===== src/rtl/spi_operand_assembler.sv =====
// spi_operand_assembler: turns a byte stream (HEADER, NB payload bytes,
// optional checksum) into packed operands and an opcode held for a consumer.
// Ports: clk, reset (sync, active high); byte_valid/byte_in (received byte);
//   operands/opcode/out_valid with out_ready (held output frame);
//   frame_err (abort pulse), overrun (dropped-frame pulse).
// Build option: define SPI_ASM_CHECKSUM_EN for a trailing XOR checksum byte.
module spi_operand_assembler #(
  parameter int unsigned OP_WIDTH    = 4,
  parameter int unsigned NUM_OPS     = 2,
  parameter int unsigned OPC_WIDTH   = 4,
  parameter logic [7:0]  HEADER      = 8'hA5,
  parameter int unsigned TIMEOUT_CYC = 1000
) (
  input  logic                                 clk,
  input  logic                                 reset,
  input  logic                                 byte_valid,
  input  logic [7:0]                           byte_in,
  output logic [NUM_OPS*OP_WIDTH-1:0]          operands,
  output logic [((OPC_WIDTH>0)?OPC_WIDTH:1)-1:0] opcode,
  output logic                                 out_valid,
  input  logic                                 out_ready,
  output logic                                 frame_err,
  output logic                                 overrun
);

  localparam int unsigned OW  = NUM_OPS * OP_WIDTH;
  localparam int unsigned P   = OW + OPC_WIDTH;
  localparam int unsigned NB  = (P + 7) / 8;
  localparam int unsigned PB  = NB * 8;
  localparam int unsigned OCW = (OPC_WIDTH > 0) ? OPC_WIDTH : 1;
  localparam int unsigned CW  = (NB > 1) ? $clog2(NB) : 1;
  localparam int unsigned IW  = $clog2(TIMEOUT_CYC + 1);

`ifdef SPI_ASM_CHECKSUM_EN
  typedef enum logic [1:0] {S_IDLE, S_PAYLOAD, S_CHECK} state_e;
`else
  typedef enum logic [1:0] {S_IDLE, S_PAYLOAD} state_e;
`endif

  state_e          state_q, state_d;
  logic [CW-1:0]   cnt_q, cnt_d;
  logic [IW-1:0]   idle_q, idle_d;
  logic [PB-1:0]   buf_q, buf_d;
  logic [PB-1:0]   frame_w;
  logic            done, tmo;
  logic [OW-1:0]   ops_q, ops_d;
  logic [OCW-1:0]  opc_q, opc_d, new_opc;
  logic            vld_q, vld_d;
  logic            err_q, err_d;
  logic            ovr_q, ovr_d;
`ifdef SPI_ASM_CHECKSUM_EN
  logic [7:0]      chk_q, chk_d;
`endif

  // Padding bits above the payload are received but carry no meaning.
  logic unused_pad;
  assign unused_pad = ^frame_w;

  assign tmo = !byte_valid && (idle_q == IW'(TIMEOUT_CYC - 1));

  always_comb begin
    state_d = state_q;
    cnt_d   = cnt_q;
    buf_d   = buf_q;
    frame_w = buf_q;
    done    = 1'b0;
    err_d   = 1'b0;
`ifdef SPI_ASM_CHECKSUM_EN
    chk_d   = chk_q;
`endif
    if (state_q == S_IDLE || byte_valid) idle_d = '0;
    else                                 idle_d = idle_q + 1'b1;

    unique case (state_q)
      S_IDLE: begin
        if (byte_valid && byte_in == HEADER) begin
          state_d = S_PAYLOAD;
          cnt_d   = '0;
`ifdef SPI_ASM_CHECKSUM_EN
          chk_d   = HEADER;
`endif
        end
      end
      S_PAYLOAD: begin
        if (byte_valid) begin
          for (int i = 0; i < NB; i++)
            if (cnt_q == CW'(i)) buf_d[i*8 +: 8] = byte_in;
          cnt_d = cnt_q + 1'b1;
`ifdef SPI_ASM_CHECKSUM_EN
          chk_d = chk_q ^ byte_in;
`endif
          if (cnt_q == CW'(NB - 1)) begin
            cnt_d = '0;
`ifdef SPI_ASM_CHECKSUM_EN
            state_d = S_CHECK;
`else
            state_d = S_IDLE;
            done    = 1'b1;
            frame_w = buf_d;
`endif
          end
        end else if (tmo) begin
          state_d = S_IDLE;
          cnt_d   = '0;
          err_d   = 1'b1;
        end
      end
`ifdef SPI_ASM_CHECKSUM_EN
      S_CHECK: begin
        if (byte_valid) begin
          state_d = S_IDLE;
          if (byte_in == chk_q) done  = 1'b1;
          else                  err_d = 1'b1;
        end else if (tmo) begin
          state_d = S_IDLE;
          err_d   = 1'b1;
        end
      end
`endif
      default: state_d = S_IDLE;
    endcase
  end

  if (OPC_WIDTH > 0) begin : g_opc
    assign new_opc = frame_w[OW +: OCW];
  end else begin : g_noopc
    assign new_opc = '0;
  end

  // Output holding register: only completion and the handshake touch it.
  always_comb begin
    ops_d = ops_q;
    opc_d = opc_q;
    vld_d = vld_q;
    ovr_d = 1'b0;
    if (vld_q && out_ready) vld_d = 1'b0;
    if (done) begin
      if (!vld_q || out_ready) begin
        ops_d = frame_w[OW-1:0];
        opc_d = new_opc;
        vld_d = 1'b1;
      end else begin
        ovr_d = 1'b1;
      end
    end
  end

  always_ff @(posedge clk) begin
    if (reset) begin
      state_q <= S_IDLE;
      cnt_q   <= '0;
      idle_q  <= '0;
      buf_q   <= '0;
      ops_q   <= '0;
      opc_q   <= '0;
      vld_q   <= 1'b0;
      err_q   <= 1'b0;
      ovr_q   <= 1'b0;
`ifdef SPI_ASM_CHECKSUM_EN
      chk_q   <= '0;
`endif
    end else begin
      state_q <= state_d;
      cnt_q   <= cnt_d;
      idle_q  <= idle_d;
      buf_q   <= buf_d;
      ops_q   <= ops_d;
      opc_q   <= opc_d;
      vld_q   <= vld_d;
      err_q   <= err_d;
      ovr_q   <= ovr_d;
`ifdef SPI_ASM_CHECKSUM_EN
      chk_q   <= chk_d;
`endif
    end
  end

  assign operands  = ops_q;
  assign opcode    = opc_q;
  assign out_valid = vld_q;
  assign frame_err = err_q;
  assign overrun   = ovr_q;

endmodule


===== config.mk =====
export PLATFORM = sky130hd
export DESIGN_NAME = spi_operand_assembler
export DESIGN_NICKNAME = d
export VERILOG_FILES = /design/src/rtl/spi_operand_assembler.sv
export SDC_FILE = /design/constraint.sdc
export NUM_CORES = 1
export LEC_CHECK = 0
export BUFFER_PORTS_ARGS = -buffer_cell sky130_fd_sc_hd__buf_2
export CORE_MARGIN = 10
export CORE_UTILIZATION = 57
export CTS_CLUSTER_DIAMETER = 80
export DETAILED_ROUTE_END_ITERATION = 8
export GPL_TIMING_DRIVEN = 1
export MAX_ROUTING_LAYER = met4
export PLACE_DENSITY = 0.88
export SETUP_SLACK_MARGIN = 0.5
export SLEW_MARGIN = 20
export SYNTH_ARGS = -nofsm -noshare
export SYNTH_HDL_FRONTEND = slang
export SYNTH_SLANG_ARGS = --single-unit
export TNS_END_PERCENT = 5

===== constraint.sdc =====
create_clock -name clk -period 2.9 [get_ports clk]
set_input_delay 0.435 -clock clk [delete_from_list [all_inputs] [get_ports clk]]
set_output_delay 0.435 -clock clk [all_outputs]
set_load 0.01 [all_outputs]

**After elaboration in Yosys (flattened, before gate mapping)**

Index checks and enable logic that the tools add are counted.

- Flip-flop bits (word level): 44
- Logic and storage cells: 58
- Output and inout port bits: 15
- RAM bits: 0
- Latch bits: 0
- Memory bits (read-only): 0
- Memories: 0
- Bits of input ports: 12

- Bitwise operators: 2
- $lt $le $gt $ge: 0
- Mux-type cells: 23
- Add/subtract/negate cells: 2
- Reductions and logical operators: 16
- Shift-type cells: 0
- Divide/modulo/power cells: 0
- Multiply operators: 0
- Eq/ne operators: 6

Operator list:

| operator | count |
|---|---|
| $mux 12 | 3 |
| $mux 8 | 2 |
| $mux 1 | 12 |
| $add 10x1->10 const B | 1 |
| $eq 10x10->1 const B | 1 |
| $eq 8x8->1 const B | 1 |
| $mux 2 | 4 |
| $ne 3x3->1 const B | 2 |
| $reduce_and 3->1 | 2 |
| $pmux 2 s2 | 1 |
| $reduce_and 2->1 | 2 |
| $reduce_or 2->1 | 2 |
| $logic_and 1x1->1 | 3 |
| $reduce_or 3->1 | 1 |
| $eq 2x1->1 const B | 1 |
| $logic_not 1->1 | 2 |
| $logic_not 2->1 | 1 |
| $logic_or 1x1->1 | 2 |
| $ne 2x1->1 const B | 1 |
| $not 1->1 | 2 |
| $pmux 1 s2 | 1 |
| $reduce_bool 2->1 | 1 |
| $add 1x1->1 const B | 1 |

**Longest topological paths before layout**

Gate-level depths: netlist of the first run.

- Word-level depth: 5
- Mapped depth: 5
- Depth with buffers taken out: 4

**Worst setup path before layout of the first run**

OpenSTA, ideal clock, no wires.

- Kind: register to register
- Start point: register idle_q[0]
- End point: register idle_q[8]
- Clock period less this slack: 1258 ps
- Data arrival time: 1188 ps
- Stages on the path, launching flop included: 5
- Slack: 1642 ps
- Required time: 2830 ps
- Setup time: 70 ps
- Buffers on the path: 0
- Cells stage by stage: dfxtp_1 > ha_1 > nand4_1 > or3_1 > a21oi_1

- Longest elaborated chain between the ends: 1

Ends and longest elaborated chain:

| what | RTL line | text |
|---|---|---|
| from (decl) | 42 | `logic [IW-1:0] idle_q, idle_d;` |
| from (signal assigned) | 165 | `idle_q <= idle_d;` |
| $add 10x1->10 | 72 | `else idle_d = idle_q + 1'b1;` |

No other way between the ends.
A chain may end at the register's enable or synchronous reset.

**Final worst setup path of the first run**

- Start point: register state_q[0]
- End point: register state_q[0]

- Longest elaborated chain between the ends: 3
- Elaborated cells between the ends (all ways): 7
- Classes of those cells: eq/ne: 4; mux: 1; reduce/logical: 2

Ends and longest elaborated chain:

| what | RTL line | text |
|---|---|---|
| from (decl) | 40 | `state_e state_q, state_d;` |
| from (signal assigned) | 163 | `state_q <= state_d;` |
| $eq 2x1->1 / $logic_not 2->1 (equally long branches) | 74 | `unique case (state_q)` |
| $ne 3x3->1 (no source line) / $ne 2x1->1 (equally long branches) | - |  |
| $reduce_and 3->1 (no source line) | - |  |

Parallel ways exist; a longest one is shown, timed or not.

==> out/qor_table.md, run 1 <==
| Group | Result | Value |
|---|---|---|
| die | Width of the die | 70.0 um |
| finish | Proportion of layout cells with a drive suffix above 1 | 0.218 |
| clock tree | Post-CTS setup buffers | 0 |
| grt | Wire length of the first global-routing pass | 5220 um |
| critical path | Critical Setup Path Class | flip-flop to flip-flop |
| run status | Result of the run | complete, no violations |
| finish | Nets | 191 |
| routing | Number of vias after detailed routing | 1214 |
| synth | Flip-flop and latch count after synthesis | 35 |
| sta | Period utilisation layout | 0.533 |
| routing | First-pass detailed-route iteration total | 4 |
| placement | Count of input and output buffers | 26 |
| sta | Relative slew margins | 0.536 |
| synth | Number of different library cells in the post-synthesis netlist | 36 |
| min path | Worst hold path type | input port to flip-flop |
| critical path | Worst endpoint required time | 3140 ps |
| sta | Transition time at the pin with the least slew margin | 694 ps |
| grt | Vias in the first global route | 1173 |
| finish | Fillers | 208 |
| die | Placement Rows | 18 |
| finish | Combined area of the multi-input logic cells | 659 um2 |
| clock tree | Post-CTS clock slew at the launch and capture registers of the worst setup and hold paths | 100 ps |
| die | Area enclosed by the die boundary | 4910 um2 |
| finish | Sequential cell area | 701 um2 |
| sta | Final setup fails | 0 |
| sta | Worst Hold Slack | 349 ps |
| clock tree | Number of buffers inserted for hold repair after clock tree synthesis | 0 |
| die | Number of top-level design ports | 27 |
| clock tree | Clock latency reported for the late side of the worst-skew pair | 340 ps |
| grt | Global route total overflow | 0 |
| critical path | Capturing element type of the critical path | flip-flop |
| clock tree | CTS H-tree lvls | 2 |
| placement | Worst slack after detailed placement | 1270 ps |
| grt | Antenna violations before repair | 0 |
| finish | Number of antenna repair diodes | 0 |
| synth | Mean area per synthesized cell | 9.15 um2 |
| finish | Signed area change from the synthesized netlist to the final layout | 12.4% |
| routing | DRT antenna net count | 0 |
| routing | Post-DR vias/cell | 5.81 |
| pwr | Leakage power | 0.628 nW |
| die | Total core area | 2430 um2 |
| clock tree | Clock sink total | 35 |
| routing | Total Routed Length | 3110 um |
| grt | GRT Total Usage | 0.131 |
| clock tree | TritonCTS clock tree | yes |
| die | Starting density of the core | 0.587 |
| synth | Number of enable flip-flop cells after synthesis | 0 |
| sta | Clock Skews | 4.26 ps |
| sta | Maximum operating frequency | 0.647 GHz |
| sta | Crit path time final | 1540 ps |
| placement | Post-Place Cells | 201 |
| synth | Warnings from Yosys | 0 |
| critical path | Startpoint class of the critical path | flip-flop |
| clock tree | CTS Buf Count | 5 |
| critical path | Data arrival time at the worst-slack endpoint | 1780 ps |
| synth | Post-synthesis instance area | 1430 um2 |
| sta | RSZ-0062 raised after global routing | false |
| synth | Synthesized instance count | 156 |
| sta | Final max-slew violation count | 0 |
| clock tree | CTS max path bufs | 2 |
| finish | Final cell count without fillers | 209 |
| job | MaxCap Viol Count | 0 |
| synth | Post-synthesis sequential area ratio | 0.491 |
| die | Height of the die | 70.0 um |
| sta | Setup TNS | 0 ps |
| routing | Post-detailed-route wirelength per cell | 14.9 um |
| placement | Routability congestion estimate from global placement | 0.762 |
| routing | DRC violation count after routing | 0 |
| synth | Share of flip-flops with an asynchronous set or reset after synthesis | 0 |
| grt | Maximum number of pins on one net before global-route repair | 28 |
| synth | Most used DFF post-synth | sky130_fd_sc_hd__dfxtp_1 |
| synth | Number of nets in the synthesized netlist | 169 |
| clock tree | Number of cells upsized or downsized after cts | 0 |
| pwr | Maximum VDD drop | 0.346 mV |
| clock tree | Cell at the root of the clock tree | sky130_fd_sc_hd__clkbuf_4 |
| routing | DRC violation total after the first TritonRoute iteration | 43 |
| sta | Final setup slack of the worst path | 1360 ps |
| critical path | Maximum fanout along the worst path | 9 |
| sta | Final number of hold-violating endpoints | 0 |
| placement | Detailed-placement wirelength estimate | 2280 um |
| pwr | Total power per unit cell area | 498 nW/um2 |
report_power, final:
| group | switching [mW] | internal [mW] | total (mW) | leakage [nW] |
|---|---|---|---|---|
| Combinational | 0.0124 | 0.00735 | 0.0198 | 0.307 |
| Sequential | 0.000145 | 0.480 | 0.481 | 0.282 |
| Clock | 0.156 | 0.143 | 0.299 | 0.0386 |
kinds of logic after synthesis:
family                   count (synthesis)  synth area share
AO/OA/AOI/OAI                           40             0.154
XOR/XNOR                                 3            0.0184
adder cells (fa/ha/maj)                  1           0.00876
buffers and inverters                   13            0.0473
flip-flops                              35             0.491
multiplexers                             8            0.0561
AND/OR/NAND/NOR                         56             0.224
per-stage QoR:
step | cell area [um2] | power [mW] | utilization
5_1_grt | 1600 | 0.821 | 0.659
4_1_cts | 1600 | 0.801 | 0.659
2_1_floorplan | 1430 | 0.499 | -
3_3_place_gp | 1540 | 0.510 | 0.631
3_5_place_dp | 1540 | 0.511 | 0.631
6_report | 1600 | 0.799 | 0.659
area by class of cell:
class / count / area share
multi-input combinational: 108 / 0.411
tap: 30 / 0.0234
inverter: 2 / 0.00468
sequential: 35 / 0.437
clock buffer: 8 / 0.0429
timing repair buffer: 26 / 0.0811
registers in the layout, indices dropped and copies added (netlist names), named ones only:
name       cells
overrun        1
idle_q        10
opcode         4
operands       8
buf_q          5
state_q        1
cnt_q          1
frame_err      1
out_valid      1
cell usage in the layout, fill, tap and decap left out, drive strengths merged, types with 2 or more instances in the layout:
cell	count
nand2b	3
dfxtp	35
mux2i	8
xor2	2
o21ai	16
nand4	3
or4	2
buf	26
o31ai	3
nand3b	2
or3	4
inv	2
clkbuf	8
nand3	17
nor2	12
a21oi	18
nand2	3
per-layer routing:
| layer | up-vias | share of wire | GRT usage |
|---|---|---|---|
| li1 | 610 | - | - |
| met5 | - | 0 | - |
| met2 | 22 | 0.51 | 0.236 |
| met1 | 575 | 0.41 | 0.120 |
| met4 | 0 | 0.016 | 0.0526 |
| met3 | 7 | 0.057 | 0.0537 |
cells in the mapped netlist, types with 2 or more instances:
| library cell | instances | area share |
|---|---|---|
| sky130_fd_sc_hd__a21oi_1 | 18 | 0.063 |
| sky130_fd_sc_hd__buf_2 | 2 | 0.0070 |
| sky130_fd_sc_hd__buf_6 | 2 | 0.016 |
| sky130_fd_sc_hd__clkbuf_1 | 6 | 0.016 |
| sky130_fd_sc_hd__dfxtp_1 | 35 | 0.49 |
| sky130_fd_sc_hd__mux2i_1 | 8 | 0.056 |
| sky130_fd_sc_hd__nand2_1 | 3 | 0.0079 |
| sky130_fd_sc_hd__nand2b_1 | 3 | 0.013 |
| sky130_fd_sc_hd__nand3_1 | 16 | 0.056 |
| sky130_fd_sc_hd__nand3b_1 | 2 | 0.011 |
| sky130_fd_sc_hd__nand4_1 | 3 | 0.013 |
| sky130_fd_sc_hd__nor2_1 | 12 | 0.032 |
| sky130_fd_sc_hd__o21ai_0 | 16 | 0.056 |
| sky130_fd_sc_hd__o31ai_1 | 3 | 0.016 |
| sky130_fd_sc_hd__or3_1 | 4 | 0.018 |
| sky130_fd_sc_hd__or4_1 | 2 | 0.011 |
| sky130_fd_sc_hd__xor2_1 | 2 | 0.012 |
critical path: stages, from the launching register on:
cell and delay, ps:
sky130_fd_sc_hd__dfxtp_1 470, sky130_fd_sc_hd__nand3b_1 430, sky130_fd_sc_hd__or2_2 450, sky130_fd_sc_hd__o311ai_0 100
final timing paths:
path / from / endpoint / slack [ps] / depth (start not counted)
max reg2reg: state_q[0] / state_q[0] / 1360 / 3
max: state_q[0] / state_q[0] / 1360 / 3
min: byte_in[5] / buf_q[5] / 350 / 3
min reg2reg: buf_q[6] / operands[6] / 480 / 2
No activity file was read; power rests on OpenSTA's default activity.
==> inputs of run 2 (changes only) <==
--- a/config.mk
+++ b/config.mk
@@ -5,14 +5,15 @@
 export SDC_FILE = /design/constraint.sdc
 export NUM_CORES = 1
 export LEC_CHECK = 0
+export ABC_AREA = 1
 export BUFFER_PORTS_ARGS = -buffer_cell sky130_fd_sc_hd__buf_2
 export CORE_MARGIN = 10
-export CORE_UTILIZATION = 57
+export CORE_UTILIZATION = 47
 export CTS_CLUSTER_DIAMETER = 80
 export DETAILED_ROUTE_END_ITERATION = 8
 export GPL_TIMING_DRIVEN = 1
 export MAX_ROUTING_LAYER = met4
-export PLACE_DENSITY = 0.88
+export PLACE_DENSITY = 0.79
 export SETUP_SLACK_MARGIN = 0.5
 export SLEW_MARGIN = 20
 export SYNTH_ARGS = -nofsm -noshare
==> constraint.sdc (replaced) <==
create_clock -name clk -period 1.4 [get_ports clk]
set_input_delay 0.21 -clock clk [delete_from_list [all_inputs] [get_ports clk]]
set_output_delay 0.21 -clock clk [all_outputs]
set_load 0.01 [all_outputs]
==> run 2 against run 1 <==
Effect of this change: flip-flop and latch count did not move; final cell count rose by 14%; worst setup slack got worse by 1100 ps; wire length fell by 8.1%; clock skew rose by 20 ps; register-to-register slack got worse by 1100 ps; final area rose by 4.1%; sequential share of layout area fell by 1.2 points; global-route usage fell by 1.6 points; clock-buffer cell count fell by 3; maximum frequency rose by 33%; critical endpoint is now operands[5]; largest cell class unchanged; largest power group unchanged.
==> out/qor_table.md, run 2 <==
| Group | Result | Value |
|---|---|---|
| job | MaxCap Viol Count | 0 |
| sta | Transition time at the pin with the least slew margin | 443 ps |
| synth | Most used DFF post-synth | sky130_fd_sc_hd__dfxtp_1 |
| critical path | Maximum fanout along the worst path | 17 |
| sta | Clock Skews | 24.4 ps |
| synth | Number of nets in the synthesized netlist | 187 |
| finish | Fillers | 240 |
| routing | Number of vias after detailed routing | 1142 |
| routing | Total Routed Length | 2860 um |
| clock tree | CTS max path bufs | 2 |
| sta | Maximum operating frequency | 0.862 GHz |
| critical path | Path depth of the worst reg2reg path | 8 |
| synth | Yosys top cell area share | 0.523 |
| die | Number of top-level design ports | 27 |
| finish | Sequential cell area | 709 um2 |
| critical path | Startpoint class of the critical path | flip-flop |
| synth | Number of different library cells in the post-synthesis netlist | 19 |
| sta | Final max-slew violation count | 0 |
| routing | DRC violation total after the first TritonRoute iteration | 79 |
| sta | Final number of hold-violating endpoints | 0 |
| finish | Nets | 219 |
| die | Area enclosed by the die boundary | 5390 um2 |
| synth | Warnings from Yosys | 0 |
| routing | Post-detailed-route wirelength per cell | 12.0 um |
| finish | Commonest non-fill, non-tap cells in the layout | sky130_fd_sc_hd__nor2_1, sky130_fd_sc_hd__dfxtp_1, sky130_fd_sc_hd__buf_2, sky130_fd_sc_hd__o21ai_0, sky130_fd_sc_hd__inv_1 |
| synth | Leading post-synthesis cells by cell area | sky130_fd_sc_hd__dfxtp_1, sky130_fd_sc_hd__nor2_1, sky130_fd_sc_hd__o21ai_0 |
| synth | Library cell occupying the most area in the post-synthesis netlist | sky130_fd_sc_hd__dfxtp_1 |
| die | Starting density of the core | 0.490 |
| grt | Vias in the first global route | 1015 |
| pwr | Leakage power | 0.786 nW |
| placement | Routability congestion estimate from global placement | 0.772 |
| min path | Worst hold path type | input port to flip-flop |
| die | Total core area | 2730 um2 |
| die | Height of the die | 73.4 um |
| grt | Global route total overflow | 0 |
| pwr | Total power per unit cell area | 1060 nW/um2 |
| finish | Flip-flop count of the largest register, all copies and words added | 10 |
| sta | RSZ-0062 raised after global routing | true |
| routing | First-pass detailed-route iteration total | 4 |
| finish | Core Util, Final | 0.611 |
| synth | Number of enable flip-flop cells after synthesis | 0 |
| clock tree | Number of buffers inserted for hold repair after clock tree synthesis | 0 |
| die | Placement Rows | 19 |
| placement | Detailed-placement wirelength estimate | 2040 um |
| run status | Result of the run | complete, no violations |
| synth | Most used standard cells in the synthesized netlist | sky130_fd_sc_hd__nor2_1, sky130_fd_sc_hd__dfxtp_1, sky130_fd_sc_hd__o21ai_0 |
| min path | Hold path depth | 2 |
| sta | Relative slew margins | 0.704 |
| pwr | Switching Fraction | 0.214 |
| routing | DRT antenna net count | 0 |
| synth | Share of flip-flops with an asynchronous set or reset after synthesis | 0 |
| clock tree | Cell at the root of the clock tree | sky130_fd_sc_hd__clkbuf_4 |
| clock tree | TritonCTS clock tree | yes |
| clock tree | CTS Buf Count | 5 |
| clock tree | Clock sink total | 35 |
| die | Width of the die | 73.4 um |
| synth | Flip-flop and latch count after synthesis | 35 |
| sta | Setup TNS | 0 ps |
| pwr | Internal power | 1.39 mW |
| critical path | Worst endpoint required time | 1640 ps |
| grt | Wire length of the first global-routing pass | 4770 um |
| finish | Combined area of the multi-input logic cells | 582 um2 |
| placement | Count of input and output buffers | 26 |
| pwr | Clock Power Share | 0.411 |
| synth | Most common cell in the netlist | sky130_fd_sc_hd__nor2_1 |
| finish | Number of antenna repair diodes | 0 |
| critical path | Critical Setup Path Class | flip-flop to flip-flop |
| synth | Post-synthesis sequential area ratio | 0.523 |
| pwr | Maximum VDD drop | 1.07 mV |
| routing | Post-DR vias/cell | 4.80 |
| finish | Signed area change from the synthesized netlist to the final layout | 24.6% |
| critical path | Capturing element type of the critical path | flip-flop |
| sta | Crit path time final | 1160 ps |
| synth | Mean area per synthesized cell | 7.70 um2 |
| pwr | Combinational cell fraction of total power | 0.025 |
| grt | GRT Total Usage | 0.115 |
| finish | Largest register by flop count | idle_q |
| sta | Final setup fails | 0 |
| clock tree | Clock latency reported for the late side of the worst-skew pair | 340 ps |
| routing | DRC violation count after routing | 0 |
| synth | Post-synthesis instance area | 1340 um2 |
| synth | Synthesized instance count | 174 |
| sta | Period utilisation layout | 0.828 |
| finish | Proportion of layout cells with a drive suffix above 1 | 0.304 |
| grt | Maximum number of pins on one net before global-route repair | 21 |
| critical path | Data arrival time at the worst-slack endpoint | 1400 ps |
| clock tree | CTS H-tree lvls | 2 |
| pwr | Sequential share of power | 0.564 |
| clock tree | Post-CTS clock slew at the launch and capture registers of the worst setup and hold paths | 120 ps |
| pwr | Net switching component of the power | 377 uW |
| grt | Antenna violations before repair | 0 |
| finish | Commonest non-fill, non-tap cell in the layout | sky130_fd_sc_hd__nor2_1 |
-- run 2: cell types whose count changed in the layout (fill, tap and decap cells not counted), moves of 4 or more --
cell / before / now
sky130_fd_sc_hd__nand2_1: 3 / 12
sky130_fd_sc_hd__nor2_2: 0 / 8
sky130_fd_sc_hd__mux2i_1: 8 / 0
sky130_fd_sc_hd__inv_1: 1 / 19
sky130_fd_sc_hd__dfxtp_1: 35 / 30
sky130_fd_sc_hd__o21ai_0: 16 / 21
sky130_fd_sc_hd__nor2_1: 12 / 35
sky130_fd_sc_hd__or3_1: 4 / 0
sky130_fd_sc_hd__nand3_1: 16 / 2
sky130_fd_sc_hd__dfxtp_2: 0 / 4
sky130_fd_sc_hd__a21oi_1: 18 / 12
-- run 2: cell type report --
class / instances / share of cell area
Sequential cell: 35 / 0.425
Multi-Input combinational cell: 111 / 0.348
Timing Repair Buffer: 30 / 0.103
Inverter: 23 / 0.0517
Clock inverter: 3 / 0.0262
Tap cell: 31 / 0.0232
Clock buffer: 5 / 0.0225
-- run 2: layer usage --
metal / global-route usage / share of wire / up-vias
li1: - / - / 620
met2: 0.157 / 0.43 / 24
met1: 0.146 / 0.51 / 490
met5: - / 0 / -
met3: 0.0404 / 0.044 / 8
met4: 0.0559 / 0.023 / 0
-- run 2: logic make-up after synthesis --
family,after synthesis,synth area share
adders and majority gates,1,0.00934
buffers and inverters,28,0.0840
xor gates and xnor gates,4,0.0261
DFF,35,0.523
AOI/OAI and AO/OA,38,0.146
and+or+nand+nor,68,0.212
-- run 2: repair_timing --
item                       in CTS  in global routing
pin swaps                       8                  0
setup endpoints to repair      48                 48
setup buffers                   3                  0
resized for setup               8                  7
-- run 2: per-stage QoR --
stage          hold slack, ps  cell area (um2)  instances  total power [mW]  setup slack, ps
2_1_floorplan             345             1370        174              1.04              346
3_3_place_gp              430             1520        227              1.06              168
3_5_place_dp              436             1520        227              1.06              131
4_1_cts                   106             1660        238              1.77              262
5_1_grt                   101             1670        238              1.83              137
6_report                  115             1670        238              1.76              241
-- run 2: worst max-delay path: stages, from the launching register on --
cell	delay (ps)
sky130_fd_sc_hd__dfxtp_2	360
sky130_fd_sc_hd__nand2_2	80
sky130_fd_sc_hd__inv_2	70
sky130_fd_sc_hd__nand2_4	50
sky130_fd_sc_hd__nor2_4	100
sky130_fd_sc_hd__buf_12	150
sky130_fd_sc_hd__inv_2	90
sky130_fd_sc_hd__nor2_1	100
sky130_fd_sc_hd__nor2_1	50
-- run 2: worst paths after layout --
check	from	endpoint	slack, ps
worst max-delay path	state_q[0]	operands[5]	240
worst max register to register	state_q[0]	operands[5]	240
worst min-delay path	reset	opcode[1]	110
worst min register to register	idle_q[0]	idle_q[0]	450
-- run 2: power groups by stage --
stage / Clock (mW) / Sequential (mW) / Combinational, mW
global route: 0.788 / 0.995 / 0.0505
finish: 0.724 / 0.994 / 0.0446
global placement: 0 / 1.02 / 0.0436
CTS: 0.736 / 0.994 / 0.0443
detailed placement: 0 / 1.02 / 0.0434
floorplan: 0 / 1.02 / 0.0212
==> inputs of run 3 (changes only) <==
--- a/config.mk
+++ b/config.mk
@@ -5,10 +5,10 @@
 export SDC_FILE = /design/constraint.sdc
 export NUM_CORES = 1
 export LEC_CHECK = 0
-export ABC_AREA = 1
+export ABC_AREA = 0
 export BUFFER_PORTS_ARGS = -buffer_cell sky130_fd_sc_hd__buf_2
 export CORE_MARGIN = 10
-export CORE_UTILIZATION = 47
+export CORE_UTILIZATION = 48
 export CTS_CLUSTER_DIAMETER = 80
 export DETAILED_ROUTE_END_ITERATION = 8
 export GPL_TIMING_DRIVEN = 1
==> constraint.sdc (replaced) <==
create_clock -name clk -period 0.95 [get_ports clk]
set_input_delay 0.1425 -clock clk [delete_from_list [all_inputs] [get_ports clk]]
set_output_delay 0.1425 -clock clk [all_outputs]
set_load 0.01 [all_outputs]
==> run 3 against run 2 <==
Effect of this change: the flow now finishes with violations (setup timing); critical path depth decreased by 5; clock power increased by 56%; via count increased by 27%; register-to-register slack got worse by 620 ps; largest cell class is now multi-input combinational cells; sequential power increased by 46%; sequential share of layout area decreased by 7.9 points; core utilization increased by 15 points; wire length increased by 49%; worst setup slack got worse by 620 ps; highest routed layer unchanged.
==> out/qor_table.md, run 3 (synthesized netlist as in run 1, its figures left out) <==
| Group | Result | Value |
|---|---|---|
| clock tree | Cell at the root of the clock tree | sky130_fd_sc_hd__clkbuf_4 |
| finish | Number of antenna repair diodes | 0 |
| die | Area enclosed by the die boundary | 5560 um2 |
| finish | Nets | 224 |
| routing | DRC violation total after the first TritonRoute iteration | 166 |
| critical path | Worst endpoint required time | 1230 ps |
| finish | Core Util, Final | 0.766 |
| finish | Flip-flop count of the largest register, all copies and words added | 10 |
| run status | Result of the run | finished, violations left |
| grt | Met2 track utilization from global routing | 0.269 |
| critical path | Startpoint class of the critical path | flip-flop |
| die | Starting density of the core | 0.509 |
| routing | Total Routed Length | 4250 um |
| finish | Commonest non-fill, non-tap cells in the layout | sky130_fd_sc_hd__buf_4, sky130_fd_sc_hd__buf_6, sky130_fd_sc_hd__dfxtp_2, sky130_fd_sc_hd__a21oi_1, sky130_fd_sc_hd__nand3_1 |
| placement | Detailed-placement wirelength estimate | 2630 um |
| grt | Antenna violations before repair | 0 |
| pwr | Total power per unit cell area | 1250 nW/um2 |
| sta | Clock Skews | 6.06 ps |
| die | Number of top-level design ports | 27 |
| placement | Count of input and output buffers | 26 |
| grt | Maximum number of pins on one net before global-route repair | 18 |
| sta | Crit path time final | 1330 ps |
| sta | Final max-slew violation count | 0 |
| sta | Relative slew margins | 0.662 |
| min path | Worst hold path type | input port to flip-flop |
| clock tree | CTS Buf Count | 5 |
| run status | Failing checks | setup timing |
| grt | GRT Total Usage | 0.156 |
| finish | Combined area of the multi-input logic cells | 787 um2 |
| routing | Post-DR vias/cell | 5.96 |
| grt | Met3 Track Usage GR | 0.0452 |
| critical path | Slack of the worst reg-to-reg path | -380 ps |
| pwr | Power Total | 2.68 mW |
| clock tree | CTS max path bufs | 2 |
| pwr | Maximum VDD drop | 0.942 mV |
| grt | Vias in the first global route | 1424 |
| sta | Final setup slack of the worst path | -378 ps |
| routing | Number of vias after detailed routing | 1448 |
| finish | Final non-filler cell area | 2150 um2 |
| finish | Largest register by flop count | idle_q |
| critical path | Data arrival time at the worst-slack endpoint | 1610 ps |
| sta | Worst Hold Slack | 56.0 ps |
| critical path | Capturing element type of the critical path | flip-flop |
| sta | Transition time at the pin with the least slew margin | 500 ps |
| finish | Fillers | 182 |
| placement | Routability congestion estimate from global placement | 0.842 |
| grt | Busiest layer in global routing | met2 |
| job | MaxCap Viol Count | 0 |
| die | Placement Rows | 19 |
| clock tree | Clock latency reported for the late side of the worst-skew pair | 340 ps |
| sta | Maximum operating frequency | 0.753 GHz |
| routing | DRT antenna net count | 0 |
| routing | First-pass detailed-route iteration total | 4 |
| die | Total core area | 2810 um2 |
| grt | Global Route met1 Usage | 0.166 |
| routing | DRC violation count after routing | 0 |
| finish | Proportion of layout cells with a drive suffix above 1 | 0.524 |
| clock tree | TritonCTS clock tree | yes |
| clock tree | Number of buffers inserted for hold repair after clock tree synthesis | 0 |
| sta | Period utilisation layout | 1.40 |
| finish | Signed area change from the synthesized netlist to the final layout | 50.5% |
| critical path | Critical Setup Path Class | flip-flop to flip-flop |
| routing | Post-detailed-route wirelength per cell | 17.5 um |
| die | Height of the die | 74.5 um |
| clock tree | Clock sink total | 35 |
| pwr | Leakage power | 0.876 nW |
| sta | RSZ-0062 raised after global routing | true |
| clock tree | Post-CTS clock slew at the launch and capture registers of the worst setup and hold paths | 110 ps |
| die | Width of the die | 74.5 um |
| finish | Sequential cell area | 742 um2 |
| sta | Final setup fails | 33 |
| grt | Global route total overflow | 0 |
| clock tree | CTS H-tree lvls | 2 |
| grt | Wire length of the first global-routing pass | 6620 um |
| placement | Post-place instance area | 1770 um2 |
| finish | Commonest non-fill, non-tap cell in the layout | sky130_fd_sc_hd__buf_4 |
| sta | Final number of hold-violating endpoints | 0 |
| critical path | Maximum fanout along the worst path | 3 |
-- run 3: cell count changes in the layout (fill, tap and decap cells not counted), sizes merged, moves of 3 or more --
cell,change
o21ai,-8
o31ai,+3
a21oi,+6
nand2,-12
buf,+28
or3,+4
nand2b,+3
nand3,+14
nor2,-33
inv,-21
mux2i,+8
-- run 3: where the power goes --
| group | switching [mW] | internal [mW] | leakage [nW] |
|---|---|---|---|
| registers | 0.000501 | 1.45 | 0.295 |
| logic | 0.0536 | 0.0442 | 0.532 |
| clock network | 0.507 | 0.622 | 0.0482 |
| total | 0.561 | 2.12 | 0.876 |
-- run 3: what timing repair did --
action	4_1_cts	5_1_grt
setup buffers	2	3
cloned	2	0
gates resized for setup	58	19
pin swaps	11	8
endpoints found under the setup margin	50	50
-- run 3: final timing paths --
path / startpoint / to / cells after the start
worst max register to register: idle_q[5] / idle_q[9] / 3
worst max-delay path: idle_q[5] / idle_q[9] / 3
worst min register to register: idle_q[0] / idle_q[0] / 1
worst min-delay path: byte_in[6] / buf_q[6] / 3
-- run 3: cell type report --
cell class                 instances  area share
multi-input combinational        109       0.366
sequential                        35       0.345
timing repair buffer              58       0.227
clock buffer                       6      0.0239
tap                               31      0.0181
clock inverter                     2      0.0163
inverter                           2     0.00349
-- run 3: metrics by stage --
stage	worst slack, ps	cells	setup TNS, ps
floorplan	-223	156	-3030
global placement	-232	228	-5080
detailed placement	-333	228	-7130
CTS	-279	240	-3830
global route	-400	243	-6810
finish	-378	243	-4760
-- run 3: critical path: stages (launching register included) --
cell	delay [ps]
sky130_fd_sc_hd__dfxtp_2	360
sky130_fd_sc_hd__nand4_1	190
sky130_fd_sc_hd__or4_4	560
sky130_fd_sc_hd__a21oi_2	150
-- run 3: per-layer routing --
metal  part of all wire  routed length [um]
met5                  0                   0
met4              0.024                 102
met3              0.075                 320
met2               0.52                2190
met1               0.38                1640
